<file path="config.mk">
export PLATFORM = sky130hd
export DESIGN_NAME = hazard_scoreboard
export DESIGN_NICKNAME = d
export VERILOG_FILES = /design/src/rtl/hazard_scoreboard.sv
export SDC_FILE = /design/constraint.sdc
export NUM_CORES = 1
export LEC_CHECK = 0
export ABC_CLOCK_PERIOD_IN_PS = 2450
export CORE_MARGIN = 2
export CORE_UTILIZATION = 48
export DETAILED_ROUTE_END_ITERATION = 10
export GPL_TIMING_DRIVEN = 0
export PLACE_DENSITY = 0.76
export SLEW_MARGIN = 20
export SYNTH_ARGS = -nofsm -noshare
export SYNTH_HDL_FRONTEND = slang
export SYNTH_SLANG_ARGS = --single-unit
</file>
<file path="constraint.sdc">
create_clock -name clk -period 2.45 [get_ports clk]
set_input_delay 0.735 -clock clk [delete_from_list [all_inputs] [get_ports clk]]
set_output_delay 0.735 -clock clk [all_outputs]
set_load 0.05 [all_outputs]
</file>
<file path="src/rtl/hazard_scoreboard.sv">
// Per-register countdown scoreboard for the ID stage: stalls RAW consumers of in-flight writers,
// keeps the longest pending write on WAW, and can squash the previous cycle's issue. Optional HAZARD_PERF_EN adds a stall counter.
module hazard_scoreboard #(
    parameter int NUM_REGS = 8,
    parameter int REG_W    = 3,
    parameter int CNT_W    = 2
) (
    input  logic                clk,
    input  logic                rst_n,
    input  logic                id_valid,
    input  logic                id_rs1_en,
    input  logic                id_rs2_en,
    input  logic [REG_W-1:0]    id_rs1,
    input  logic [REG_W-1:0]    id_rs2,
    input  logic                id_rd_en,
    input  logic [REG_W-1:0]    id_rd,
    input  logic [CNT_W-1:0]    id_lat,
    input  logic                flush,
    output logic                stall,
    output logic                issue,
    output logic [NUM_REGS-1:0] busy
`ifdef HAZARD_PERF_EN
    ,
    output logic [15:0]         perf_stall_cnt
`endif
);

    localparam logic [REG_W:0] NREG = (REG_W+1)'(NUM_REGS);

    function automatic logic [CNT_W-1:0] dec(input logic [CNT_W-1:0] x);
        return (x != '0) ? x - CNT_W'(1) : '0;
    endfunction

    logic [CNT_W-1:0] cnt     [NUM_REGS];
    logic [CNT_W-1:0] cnt_nxt [NUM_REGS];
    logic             last_vld;
    logic [REG_W-1:0] last_rd;
    logic [CNT_W-1:0] last_prev;

    logic             rs1_ok, rs2_ok, rd_ok;
    logic [CNT_W-1:0] rs1_cnt, rs2_cnt, rd_cnt, rd_dec, rd_new;
    logic             hazard, wr_en;

    // Selects beyond NUM_REGS read as idle and never create an entry.
    always_comb begin
        rs1_ok  = {1'b0, id_rs1} < NREG;
        rs2_ok  = {1'b0, id_rs2} < NREG;
        rd_ok   = {1'b0, id_rd} < NREG;
        rs1_cnt = '0;
        rs2_cnt = '0;
        rd_cnt  = '0;
        if (rs1_ok) rs1_cnt = cnt[id_rs1];
        if (rs2_ok) rs2_cnt = cnt[id_rs2];
        if (rd_ok)  rd_cnt  = cnt[id_rd];
        hazard  = (id_rs1_en && (rs1_cnt != '0)) || (id_rs2_en && (rs2_cnt != '0));
        rd_dec  = dec(rd_cnt);
        rd_new  = (id_lat > rd_dec) ? id_lat : rd_dec;
    end

    // id_valid is the request, issue the acceptance and stall the back-pressure:
    // a stalled instruction stays in ID unchanged; flush kills it without either.
    assign stall = id_valid && hazard && !flush;
    assign issue = id_valid && !hazard && !flush;
    assign wr_en = issue && id_rd_en && (id_lat != '0) && rd_ok;

    always_comb begin
        for (int r = 0; r < NUM_REGS; r++) begin
            cnt_nxt[r] = dec(cnt[r]);
        end
        if (wr_en) begin
            cnt_nxt[id_rd] = rd_new;
        end
        // Undo the squashed issue: the value it would have decayed to without that write.
        if (flush && last_vld) begin
            cnt_nxt[last_rd] = dec(last_prev);
        end
    end

    always_ff @(posedge clk or negedge rst_n) begin
        if (!rst_n) begin
            for (int r = 0; r < NUM_REGS; r++) begin
                cnt[r] <= '0;
            end
            last_vld  <= 1'b0;
            last_rd   <= '0;
            last_prev <= '0;
        end else begin
            for (int r = 0; r < NUM_REGS; r++) begin
                cnt[r] <= cnt_nxt[r];
            end
            last_vld <= wr_en;
            if (wr_en) begin
                last_rd   <= id_rd;
                last_prev <= rd_dec;
            end
        end
    end

    always_comb begin
        for (int r = 0; r < NUM_REGS; r++) begin
            busy[r] = (cnt[r] != '0);
        end
    end

`ifdef HAZARD_PERF_EN
    always_ff @(posedge clk or negedge rst_n) begin
        if (!rst_n) begin
            perf_stall_cnt <= '0;
        end else if (stall && (perf_stall_cnt != 16'hFFFF)) begin
            perf_stall_cnt <= perf_stall_cnt + 16'd1;
        end
    end
`endif

endmodule

</file>
==> flow_summary_export.csv <==
group,metric,value,unit
logic_synthesis,synth-compound-area-share,15.1,%
place,portBuffers,25,
drt,via_per_inst,6.10,
floorplanning,chipWidth,64.3,um
timing,rsz0062_at_grt,"yes",
cts,clockBufferDepth,2,
timing,timing.hold.ws,0.551,ns
worst_setup_path,arrival,1.97,ns
cts,tritoncts,"built",
power_and_ir_drop,irDropWorstVdd,294,uV
logic_synthesis,synth_cell_types,42,
layout,fillerInstances,267,
logic_synthesis,synth_top_family_by_area,"simple AND/OR/NAND/NOR gates",
worst_setup_path,criticalPathCategory,"flop to output pin",
logic_synthesis,synth_xor_area_share,0,%
outcome,violations,"negative setup slack",
timing,fin_crit,2.71,ns
floorplanning,coreArea,3420,um2
drt,routed_wl,5310,um
logic_synthesis,yosys-top-cells-area,"dfrtp_1, mux2_2, nand2_1",
timing,skew,0.00345,ns
cts,clk_latency,0.31,ns
logic_synthesis,yosys.area.top_type_share,31.5,%
timing,maxSlewViolCount,0,
cts,cts_hold_buf,0,
place,post-dp-hpwl,3690,um
logic_synthesis,yosys-mux-area-fraction,14.0,%
logic_synthesis,synth_area,1750,um2
worst_setup_path,end_kind,"output pin",
layout,area.growth.synth_to_final,42.8,%
worst_hold_path,hp-class,"flop to flop",
global_routing,grt_max_degree,23,
worst_setup_path,cp_max_fo,3,
timing,worstMarginPinSlew,0.977,ns
worst_setup_path,r2r_cells,11,
cts,cts_made_buffers,3,
logic_synthesis,yosysTopAreaCell,"dfrtp_1",
cts,htreeDepth,1,
layout,fin_area,2500,um2
timing,max_slew_margin,34.6,%
floorplanning,initial_core_util,51.2,%
power_and_ir_drop,power.density,338,nW/um2
layout,num_antenna_cells,0,
place,place_area,2230,um2
drt,drt_iter0_markers,121,
timing,hold_violations,0,
logic_synthesis,synth-simple-area-share,33.3,%
floorplanning,die_h,64.3,um
worst_setup_path,start_kind,"flop",
logic_synthesis,ys_seq_area_share,31.5,%
place,gp_congestion,0.860,
cts,cts.sinks,22,
drt,drtPass1Iterations,4,
layout,layout_common_cells,"nand2_1, dfrtp_1, buf_4",
logic_synthesis,synth_fa_ha_area_share,2.15,%
logic_synthesis,avgSynthCellArea,8.83,um2
layout,fin_nets,265,
worst_hold_path,whs_path_depth,1,
logic_synthesis,syn-instance-count,198,
logic_synthesis,synth_nets,219,
drt,route.detailed.drc,0,
floorplanning,ios,28,
drt,postRouteAntennaNets,0,
run,drv_cap,0,
power_and_ir_drop,p_leak,1.08,nW
global_routing,track_usage,27.1,%
outcome,status,"complete, but fails checks",
global_routing,grt_overflow,0,
timing,post-route-period-util,111,%
layout,drive_gt1_share,36.2,%
cts,cts_root_buf,"clkbuf_4",
drt,vias,1763,
timing,max_freq,369,MHz
timing,setup_violations,19,
floorplanning,rows,21,
global_routing,grt_pass1_wl,8630,um
global_routing,antenna_found_initial,0,
floorplanning,die_area,4140,um2
logic_synthesis,yosys_warnings,0,
timing,setup_ws,-0.259,ns
logic_synthesis,synth_seq_cells,22,
timing,finalSetupTns,-2.77,ns
global_routing,grt_pass1_vias,1809,
cts,clkTransAtPathRegs,0.12,ns
drt,wl_per_cell,18.4,um
worst_setup_path,cp.required,1.71,ns
layout,utilization,73.1,%
Yosys cell counts:
master,count
dfrtp_1,22
nand2_1,21
nand3_1,13
o21ai_0,13
nor2_1,12
mux2_2,8
nor3_1,8
or2_2,8
inv_1,7
nor3b_1,7
clkbuf_1,6
mux2i_1,6
nand2b_1,6
nor4_1,6
nor4b_1,6
a21oi_1,5
nor2b_1,5
o211ai_1,4
ha_1,3
mux4_2,3
or3_1,3
a31oi_1,2
buf_2,2
o21bai_1,2
o31a_1,2
or4_1,2
a21o_1,1
a22oi_2,1
a311oi_1,1
a32oi_4,1
buf_6,1
mux4_1,1
nand3b_1,1
nand4_4,1
o2111ai_1,1
o211a_1,1
o22ai_1,1
o311a_1,1
o31ai_1,1
or2_4,1
or3b_2,1
or3b_4,1
per-stage QoR:
step           std cells  setup slack, ns  power [mW]
6_report             289           -0.259       0.843
5_1_grt              289           -0.313       0.876
4_1_cts              288           -0.249       0.835
3_5_place_dp         269            -1.58       0.611
3_3_place_gp         269            -1.55       0.603
2_1_floorplan        198           -0.389       0.534
final cells by class:
type | instances | area (um2) | share of cell area (%)
multi-input combinational | 160 | 1390 | 55.6
timing repair buffer | 41 | 369 | 14.8
tap | 46 | 57.6 | 2.31
sequential | 22 | 553 | 22.2
inverter | 7 | 26.3 | 1.05
buffer | 9 | 66.3 | 2.66
clock buffer | 4 | 36.3 | 1.45
metal layers:
metal	vias up	routed length, um	global-route usage [%]
met5	-	0	0
met4	0	106	9.31
met3	9	274	1.94
met2	66	2790	50.5
met1	857	2150	32.6
li1	831	-	-
worst paths after layout:
kind | startpoint | slack [ns] | end
min in group asynchronous | rst_n | 0.95 | cnt[1]
worst max-delay path | cnt[5] | -0.26 | issue
worst max register to register | cnt[4] | -0.21 | cnt[12]
max in group asynchronous | rst_n | 0.85 | cnt[5]
worst min-delay path | last_rd[0] | 0.55 | last_rd[0]
worst min register to register | last_rd[0] | 0.55 | last_rd[0]
kinds of logic after synthesis:
group,count (synthesis)
buffers and inverters,16
muxes,18
DFF,22
AOI/OAI and AO/OA,37
and+or+nand+nor,102
adders and majority gates,3
power by group:
part / switching [mW] / total, mW / internal [mW]
registers: 0.0196 / 0.399 / 0.379
clock network: 0.112 / 0.203 / 0.0909
logic: 0.130 / 0.242 / 0.112
what timing repair did:
| action | CTS | global route |
|---|---|---|
| setup endpoints to repair | 32 | 24 |
| setup buffers | 15 | 1 |
| gates resized for setup | 77 | 9 |
| pin swaps | 11 | 0 |
critical path: stages (launching register included):
cell	delay (ns)
dfrtp_2	0.43
or2_4	0.25
or3b_4	0.40
a32oi_4	0.23
nand2_2	0.10
nor2_4	0.09
buf_6	0.16
sequential cells by signal, summed over array words and instances, names as in the netlist:
signal     cells
cnt           16
last_rd        3
last_prev      2
last_vld       1
Note: power is estimated with default switching activity, not from simulation.
